$ cat src/rtl/float_norm_round_pkg.sv
// rtl/float_norm_round_pkg.sv - shared float constants and helpers for the normalise/round stage
package float_norm_round_pkg;

    localparam int DEF_EXP_WIDTH = 8;
    localparam int DEF_MAN_WIDTH = 23;
    localparam int DEF_ACC_WIDTH = 48;

    localparam int BIAS          = (1 << (DEF_EXP_WIDTH - 1)) - 1;
    localparam int LZC_WIDTH     = $clog2(DEF_ACC_WIDTH + 1);
    localparam int EXP_INT_WIDTH = DEF_EXP_WIDTH + 3;

    localparam int FLAG_OVF = 2;
    localparam int FLAG_UNF = 1;
    localparam int FLAG_INX = 0;

    function automatic int bias_of(input int exp_width);
        return (1 << (exp_width - 1)) - 1;
    endfunction

    function automatic int lzc_width_of(input int acc_width);
        return $clog2(acc_width + 1);
    endfunction

endpackage

$ cat src/rtl/float_norm_round_if.sv
// rtl/float_norm_round_if.sv - upstream triple and downstream packed-result handshakes
interface float_norm_round_if #(
    parameter int EXP_WIDTH = 8,
    parameter int MAN_WIDTH = 23,
    parameter int ACC_WIDTH = 48
);
    logic                           in_valid;
    logic                           in_ready;
    logic                           in_sign;
    logic [EXP_WIDTH+1:0]           in_exp;
    logic [ACC_WIDTH-1:0]           in_mag;
    logic                           out_valid;
    logic                           out_ready;
    logic [EXP_WIDTH+MAN_WIDTH:0]   out_data;
    logic [2:0]                     out_flags;

    modport master (
        output in_valid, in_sign, in_exp, in_mag, out_ready,
        input  in_ready, out_valid, out_data, out_flags
    );

    modport slave (
        input  in_valid, in_sign, in_exp, in_mag, out_ready,
        output in_ready, out_valid, out_data, out_flags
    );
endinterface

$ cat src/rtl/float_lzc.sv
// rtl/float_lzc.sv - grouped leading-zero counter; all-zero input yields WIDTH
module float_lzc #(
    parameter int WIDTH       = 48,
    parameter int GROUP_SIZE  = 8,
    parameter int OUTPUT_STEP = 1,
    parameter int OUTPUT_BIAS = 0,
    parameter int CNT_WIDTH   = $clog2(WIDTH + 1)
) (
    input  logic [WIDTH-1:0]     din,
    output logic [CNT_WIDTH-1:0] cnt
);
    localparam int NG = (WIDTH + GROUP_SIZE - 1) / GROUP_SIZE;
    localparam int PW = NG * GROUP_SIZE;

    logic [PW-1:0] padded;

    // Padding ones below the LSB make an all-zero input count exactly WIDTH.
    generate
        if (PW > WIDTH) begin : g_pad
            assign padded = {din, {(PW - WIDTH){1'b1}}};
        end else begin : g_nopad
            assign padded = din;
        end
    endgenerate

    always_comb begin : p_count
        int   raw;
        int   grp_lz;
        logic found;
        raw    = PW;
        grp_lz = 0;
        found  = 1'b0;
        for (int gi = NG - 1; gi >= 0; gi--) begin
            if (!found && (|padded[gi*GROUP_SIZE +: GROUP_SIZE])) begin
                found  = 1'b1;
                grp_lz = 0;
                for (int b = 0; b < GROUP_SIZE; b++) begin
                    if (padded[gi*GROUP_SIZE + b]) grp_lz = GROUP_SIZE - 1 - b;
                end
                raw = (NG - 1 - gi) * GROUP_SIZE + grp_lz;
            end
        end
        cnt = CNT_WIDTH'(raw * OUTPUT_STEP + OUTPUT_BIAS);
    end

endmodule

$ cat src/rtl/float_round_pack.sv
// rtl/float_round_pack.sv - round-to-nearest-even, range check and IEEE-754 packing
module float_round_pack
    import float_norm_round_pkg::*;
#(
    parameter int EXP_WIDTH = 8,
    parameter int MAN_WIDTH = 23
) (
    input  logic                          sign,
    input  logic signed [EXP_WIDTH+2:0]   e,
    input  logic [MAN_WIDTH-1:0]          man,
    input  logic                          g,
    input  logic                          s,
    input  logic                          zero,
    output logic [EXP_WIDTH+MAN_WIDTH:0]  data,
    output logic [2:0]                    flags
);
    localparam int EIW = EXP_WIDTH + 3;
    localparam logic signed [EIW-1:0] EMAX = EIW'((1 << EXP_WIDTH) - 1);

    logic                  rup;
    logic [MAN_WIDTH:0]    man_sum;
    logic signed [EIW-1:0] e_r;

    assign rup     = g & (s | man[0]);
    assign man_sum = {1'b0, man} + {{MAN_WIDTH{1'b0}}, rup};
    // A carry out of the mantissa leaves man_sum[MAN_WIDTH-1:0] zero and bumps the exponent.
    assign e_r     = e + $signed({{(EIW - 1){1'b0}}, man_sum[MAN_WIDTH]});

    always_comb begin
        data  = '0;
        flags = '0;
        if (zero) begin
            data = {sign, {(EXP_WIDTH + MAN_WIDTH){1'b0}}};
        end else if (e_r >= EMAX) begin
            data            = {sign, {EXP_WIDTH{1'b1}}, {MAN_WIDTH{1'b0}}};
            flags[FLAG_OVF] = 1'b1;
            flags[FLAG_INX] = 1'b1;
        end else if (e_r[EIW-1] || (e_r == '0)) begin
            data            = {sign, {(EXP_WIDTH + MAN_WIDTH){1'b0}}};
            flags[FLAG_UNF] = 1'b1;
            flags[FLAG_INX] = 1'b1;
        end else begin
            data            = {sign, e_r[EXP_WIDTH-1:0], man_sum[MAN_WIDTH-1:0]};
            flags[FLAG_INX] = g | s;
        end
    end

endmodule

$ cat src/rtl/float_norm_round.sv
// rtl/float_norm_round.sv - 3-stage normalise/round/pack of accumulator triples
module float_norm_round
    import float_norm_round_pkg::*;
#(
    parameter int EXP_WIDTH = 8,
    parameter int MAN_WIDTH = 23,
    parameter int ACC_WIDTH = 48,
    parameter int LZC_GROUP = 8
) (
    input logic               clk,
    input logic               rst_n,
    float_norm_round_if.slave bus
);
    localparam int LZW = lzc_width_of(ACC_WIDTH);
    localparam int EIW = EXP_WIDTH + 3;
    localparam logic signed [EIW-1:0] ONE = EIW'(1);

    logic adv1, adv2, adv3;

    logic                        v1, s1_sign, s1_zero;
    logic signed [EXP_WIDTH+1:0] s1_exp;
    logic [ACC_WIDTH-1:0]        s1_mag;
    logic [LZW-1:0]              s1_lz, lz;

    logic                        v2, s2_sign, s2_zero, s2_g, s2_s;
    logic signed [EIW-1:0]       s2_e, e_next;
    logic [MAN_WIDTH-1:0]        s2_man;

    logic [ACC_WIDTH-2:0]               frac;
    logic [EXP_WIDTH+MAN_WIDTH:0]       rp_data;
    logic [2:0]                         rp_flags;

    float_lzc #(
        .WIDTH       (ACC_WIDTH),
        .GROUP_SIZE  (LZC_GROUP),
        .OUTPUT_STEP (1),
        .OUTPUT_BIAS (0),
        .CNT_WIDTH   (LZW)
    ) u_lzc (
        .din (bus.in_mag),
        .cnt (lz)
    );

    // Each stage moves when it is empty or its successor moves, so bubbles collapse.
    assign adv3         = !bus.out_valid || bus.out_ready;
    assign adv2         = !v2 || adv3;
    assign adv1         = !v1 || adv2;
    assign bus.in_ready = adv1;

    // The hidden 1 lands on bit ACC_WIDTH-1 and is dropped from frac.
    assign frac   = (ACC_WIDTH - 1)'(s1_mag << s1_lz);
    assign e_next = $signed({s1_exp[EXP_WIDTH+1], s1_exp}) + ONE
                  - $signed({{(EIW - LZW){1'b0}}, s1_lz});

    float_round_pack #(
        .EXP_WIDTH (EXP_WIDTH),
        .MAN_WIDTH (MAN_WIDTH)
    ) u_round_pack (
        .sign  (s2_sign),
        .e     (s2_e),
        .man   (s2_man),
        .g     (s2_g),
        .s     (s2_s),
        .zero  (s2_zero),
        .data  (rp_data),
        .flags (rp_flags)
    );

    always_ff @(posedge clk) begin
        if (!rst_n) begin
            v1            <= 1'b0;
            s1_sign       <= 1'b0;
            s1_zero       <= 1'b0;
            s1_exp        <= '0;
            s1_mag        <= '0;
            s1_lz         <= '0;
            v2            <= 1'b0;
            s2_sign       <= 1'b0;
            s2_zero       <= 1'b0;
            s2_g          <= 1'b0;
            s2_s          <= 1'b0;
            s2_e          <= '0;
            s2_man        <= '0;
            bus.out_valid <= 1'b0;
            bus.out_data  <= '0;
            bus.out_flags <= '0;
        end else begin
            if (adv1) begin
                v1 <= bus.in_valid;
                if (bus.in_valid) begin
                    s1_sign <= bus.in_sign;
                    s1_exp  <= bus.in_exp;
                    s1_mag  <= bus.in_mag;
                    s1_lz   <= lz;
                    s1_zero <= (bus.in_mag == '0);
                end
            end
            if (adv2) begin
                v2 <= v1;
                if (v1) begin
                    s2_sign <= s1_sign;
                    s2_zero <= s1_zero;
                    s2_e    <= e_next;
                    s2_man  <= frac[ACC_WIDTH-2 -: MAN_WIDTH];
                    s2_g    <= frac[ACC_WIDTH-2-MAN_WIDTH];
                    s2_s    <= |frac[ACC_WIDTH-3-MAN_WIDTH:0];
                end
            end
            if (adv3) begin
                bus.out_valid <= v2;
                if (v2) begin
                    bus.out_data  <= rp_data;
                    bus.out_flags <= rp_flags;
                end
            end
        end
    end

endmodule

$ cat src/flat_wrapper.sv
// flat-port wrapper written by rule: the top's interface ports become plain ports
module float_norm_round_flat import float_norm_round_pkg::*;
#(
    parameter int EXP_WIDTH = 8,
    parameter int MAN_WIDTH = 23,
    parameter int ACC_WIDTH = 48,
    parameter int LZC_GROUP = 8
)
  (clk, rst_n, bus_in_valid, bus_in_sign, bus_in_exp, bus_in_mag, bus_out_ready, bus_in_ready, bus_out_valid, bus_out_data, bus_out_flags);
  float_norm_round_if #(.EXP_WIDTH(EXP_WIDTH), .MAN_WIDTH(MAN_WIDTH), .ACC_WIDTH(ACC_WIDTH)) bus_i ();
  input logic clk;
  input logic rst_n;
  input wire logic [$bits(bus_i.in_valid)-1:0] bus_in_valid;
  input wire logic [$bits(bus_i.in_sign)-1:0] bus_in_sign;
  input wire logic [$bits(bus_i.in_exp)-1:0] bus_in_exp;
  input wire logic [$bits(bus_i.in_mag)-1:0] bus_in_mag;
  input wire logic [$bits(bus_i.out_ready)-1:0] bus_out_ready;
  output wire logic [$bits(bus_i.in_ready)-1:0] bus_in_ready;
  output wire logic [$bits(bus_i.out_valid)-1:0] bus_out_valid;
  output wire logic [$bits(bus_i.out_data)-1:0] bus_out_data;
  output wire logic [$bits(bus_i.out_flags)-1:0] bus_out_flags;
  assign bus_i.in_valid = bus_in_valid;
  assign bus_i.in_sign = bus_in_sign;
  assign bus_i.in_exp = bus_in_exp;
  assign bus_i.in_mag = bus_in_mag;
  assign bus_i.out_ready = bus_out_ready;
  assign bus_in_ready = bus_i.in_ready;
  assign bus_out_valid = bus_i.out_valid;
  assign bus_out_data = bus_i.out_data;
  assign bus_out_flags = bus_i.out_flags;
  float_norm_round #(.EXP_WIDTH(EXP_WIDTH), .MAN_WIDTH(MAN_WIDTH), .ACC_WIDTH(ACC_WIDTH), .LZC_GROUP(LZC_GROUP)) u_core (.clk(clk), .rst_n(rst_n), .bus(bus_i));
endmodule
$ cat config.mk
export PLATFORM = sky130hd
export DESIGN_NAME = float_norm_round_flat
export DESIGN_NICKNAME = d
export VERILOG_FILES = /design/src/rtl/float_norm_round_pkg.sv /design/src/rtl/float_norm_round_if.sv /design/src/rtl/float_lzc.sv /design/src/rtl/float_round_pack.sv /design/src/rtl/float_norm_round.sv /design/src/flat_wrapper.sv
export SDC_FILE = /design/constraint.sdc
export NUM_CORES = 1
export LEC_CHECK = 0
export BUFFER_PORTS_ARGS = -buffer_cell sky130_fd_sc_hd__buf_2
export CAP_MARGIN = 20
export CORE_MARGIN = 2
export CORE_UTILIZATION = 35
export CTS_CLUSTER_SIZE = 40
export DETAILED_ROUTE_END_ITERATION = 8
export PLACE_DENSITY_LB_ADDON = 0.2
export REMOVE_ABC_BUFFERS = 1
export SLEW_MARGIN = 15
export SYNTH_ARGS = -nofsm -noshare
export SYNTH_HDL_FRONTEND = slang
export SYNTH_SLANG_ARGS = --single-unit
$ cat constraint.sdc
create_clock -name clk -period 3.2 [get_ports clk]
set_input_delay 0.16 -clock clk [delete_from_list [all_inputs] [get_ports clk]]
set_output_delay 0.16 -clock clk [all_outputs]
set_load 0.05 [all_outputs]
==> results.cfg <==
[drt]
routedWlPerCell_um = 16.1
drt-initial-drc-count = 663
wirelength_um = 26100
vias = 8562
drtPass1Iterations = 5
vias_per_cell = 5.29
ant_nets = 0
drc = 0

[floorplanning]
die_y_um = 166
die_w_um = 166
initial_core_util = 0.354
die_area_um2 = 27500
ios = 100
rows = 59
coreArea_um2 = 25900

[grt]
grt_max_degree = 51
track_usage = 0.189
gr-total-overflow = 0
grt_pass1_wl_um = 42500
grt_pass1_vias = 8038
grt_antenna_before_repair = 0

[layout]
final_area_um2 = 11400
seqCellArea_um2 = 2830
fillers = 2615
post-route-util = 0.441
area_delta_synth_final_pct = 24.7
drive_above_1_share = 0.235
fin_nets = 1352
multiInputGateArea_um2 = 5930
antenna_cells = 0
fin_cells = 1617

[timing]
max_slew_margin = 0.474
layout_min_cycle_time_ns = 3.36
setup_tns_ns = -3.65
finalCritPeriodShare = 1.05
timing.hold.ws_ns = 0.00876
skew_ns = 0.0152
setup_viol = 31
fmax_ghz = 0.297
finalHoldViolations = 0
tightest_slew_ns = 0.788
rsz0062_at_grt = true
finalMaxSlewViolations = 0
setup_ws_ns = -0.162

[placement]
io_buffers = 99
place_worst_setup_slack_ns = -0.312
placed_area_um2 = 10200
dp_cells = 1530
gp_congestion = 0.876
post-dp-hpwl_um = 19300

[critical_path]
path_class = reg2reg
endpoint_kind = register
critPathRequiredTime_ns = 3.54
critical_path.max_fanout = 8
worstSetupStartpointType = register
cp.arrival_ns = 3.70

[power_and_ir_drop]
p_per_area_nw_per_um2 = 421
p_total_mw = 4.81
max-vdd-ir-drop_uv = 365
p_leak_nw = 4.58

[clocking]
clock_path_buffers = 2
clk_latency_ns = 0.43
cts.sinks = 141
worst_setup_hold_path_clk_slew_ns = 0.07
htreeDepth = 4
cts_tree = built
cts_made_buffers = 17
cts_root_buf = clkbuf_16

[synth]
ys.warnings.count = 0
ys_ff_latch = 141
synthCells = 1116
syn_area_um2 = 9160
async_flop_share = 0
synth_edf_count = 0
ys_top_cells_by_area = dfxtp_1 31%, mux4_2 13%, nand2_1 9.4%, a21oi_1 7.6%, mux2i_1 3.6%
synth_area_leader_cell = dfxtp_1
synth_cell_types = 67
synth-seq-area-share = 0.308
synth.most_common_cell = nand2_1
syn_area_per_cell_um2 = 8.21
ys.flop_type = dfxtp_1
synth_top_cell_area_share = 0.308
synth_common_cells = 230 x nand2_1, 141 x dfxtp_1, 140 x a21oi_1, 68 x nor2_1, 51 x mux4_2

[run_status]
outcome = finished with violations
failed_checks = setup timing

[hold_path]
hp-class = in2reg

[run]
maxCapViolCount = 0
-- path summary, 6_finish.rpt --
check / slack, ns / startpoint / end / cells after the start
min: 0.009 / bus_in_exp[2] / u_core.s1_exp[2] / 3
min reg2reg: 0.44 / u_core.bus.out_data[9] / u_core.bus.out_data[9] / 2
max: -0.16 / u_core.s2_man[0] / u_core.bus.out_data[23] / 16
max reg2reg: -0.16 / u_core.s2_man[0] / u_core.bus.out_data[23] / 16
-- registers in the layout (all words and copies together) (netlist names) --
name,count
u_core.s2_e,11
u_core.s1_exp,10
u_core.v2,1
u_core.s1_mag,47
u_core.bus.out_valid,1
u_core.s2_man,23
u_core.s1_lz,6
u_core.s1_sign,1
u_core.s2_s,1
u_core.bus.out_flags,3
u_core.s2_sign,1
u_core.s2_g,1
u_core.v1,1
u_core.s1_zero,1
u_core.s2_zero,1
u_core.bus.out_data,32
-- cells in the final DEF, fill, tap and decap left out, drive strengths merged, types with 4 or more instances in the layout --
master	synthesis	routed
buf	31	167
xnor2	16	16
a22oi	4	4
nand2	230	230
nand3	28	28
o21bai	8	8
dlygate4sd3	0	45
dfxtp	141	141
nor3	15	15
ha	19	19
clkinv	2	4
and2	6	6
xor2	18	18
o21a	5	5
a211oi	5	5
nand4	8	8
or3	4	4
clkbuf	47	17
nor2	69	69
a2bb2oi	4	4
mux2	23	23
o211ai	4	4
mux2i	34	34
a21oi	140	140
and3	19	19
nor4	15	15
or4	5	5
inv	36	47
o22ai	12	12
o41ai	4	4
a31oi	8	8
o21ai	66	66
mux4	53	53
-- cells by family (layout without fill, tap and decap cells) --
kind of cell | after synthesis | count (layout) | synth area share
and+or+nand+nor | 410 | 410 | 0.198
AOI/OAI and AO/OA | 285 | 285 | 0.182
DFF | 141 | 141 | 0.308
buffers and inverters | 116 | 282 | 0.0537
muxes | 110 | 110 | 0.198
xor gates and xnor gates | 34 | 34 | 0.0325
adders and majority gates | 20 | 20 | 0.0281
-- area by class of cell --
| cell class | instances | area share |
|---|---|---|
| clock buffers | 17 | 0.0372 |
| flip-flops and latches | 141 | 0.248 |
| multi-input cells | 859 | 0.519 |
| clock inverters | 15 | 0.0133 |
| well taps | 335 | 0.0367 |
| inverters | 38 | 0.0125 |
| repair buffers | 212 | 0.134 |
-- worst max-delay path: stages (launching register included) --
cell	delay (ns)
dfxtp_2	0.34
o21a_1	0.11
ha_1	0.15
nand2_1	0.06
nor2_2	0.12
and3_4	0.19
and3_4	0.19
and3_4	0.20
ha_2	0.26
nand3_4	0.12
nor2_1	0.16
xnor2_1	0.09
or4_4	0.51
a2111oi_4	0.39
buf_6	0.18
a21oi_1	0.04
o22ai_1	0.14
-- where the power goes --
| group | switching, mW | internal [mW] | total (mW) |
|---|---|---|---|
| Combinational | 0.487 | 0.416 | 0.904 |
| Clock | 0.881 | 1.10 | 1.98 |
| Sequential | 0.0901 | 1.84 | 1.93 |
-- layer usage --
metal / part of all wire / global-route usage / wire length (µm) / vias to the layer above
li1: - / - / - / 4315
met1: 0.49 / 0.266 / 12700 / 4017
met2: 0.46 / 0.298 / 11900 / 194
met3: 0.035 / 0.0274 / 903 / 36
met4: 0.022 / 0.0635 / 576 / 0
met5: 0 / 0 / 0 / -
-- repair_timing --
action	in CTS	in global routing
pin swaps	5	7
resized for setup	8	11
hold buffers	45	0
endpoints found under the setup margin	31	33
setup buffers	7	3
hold endpoints to repair	45	0
No activity file was read; power rests on OpenSTA's default activity.
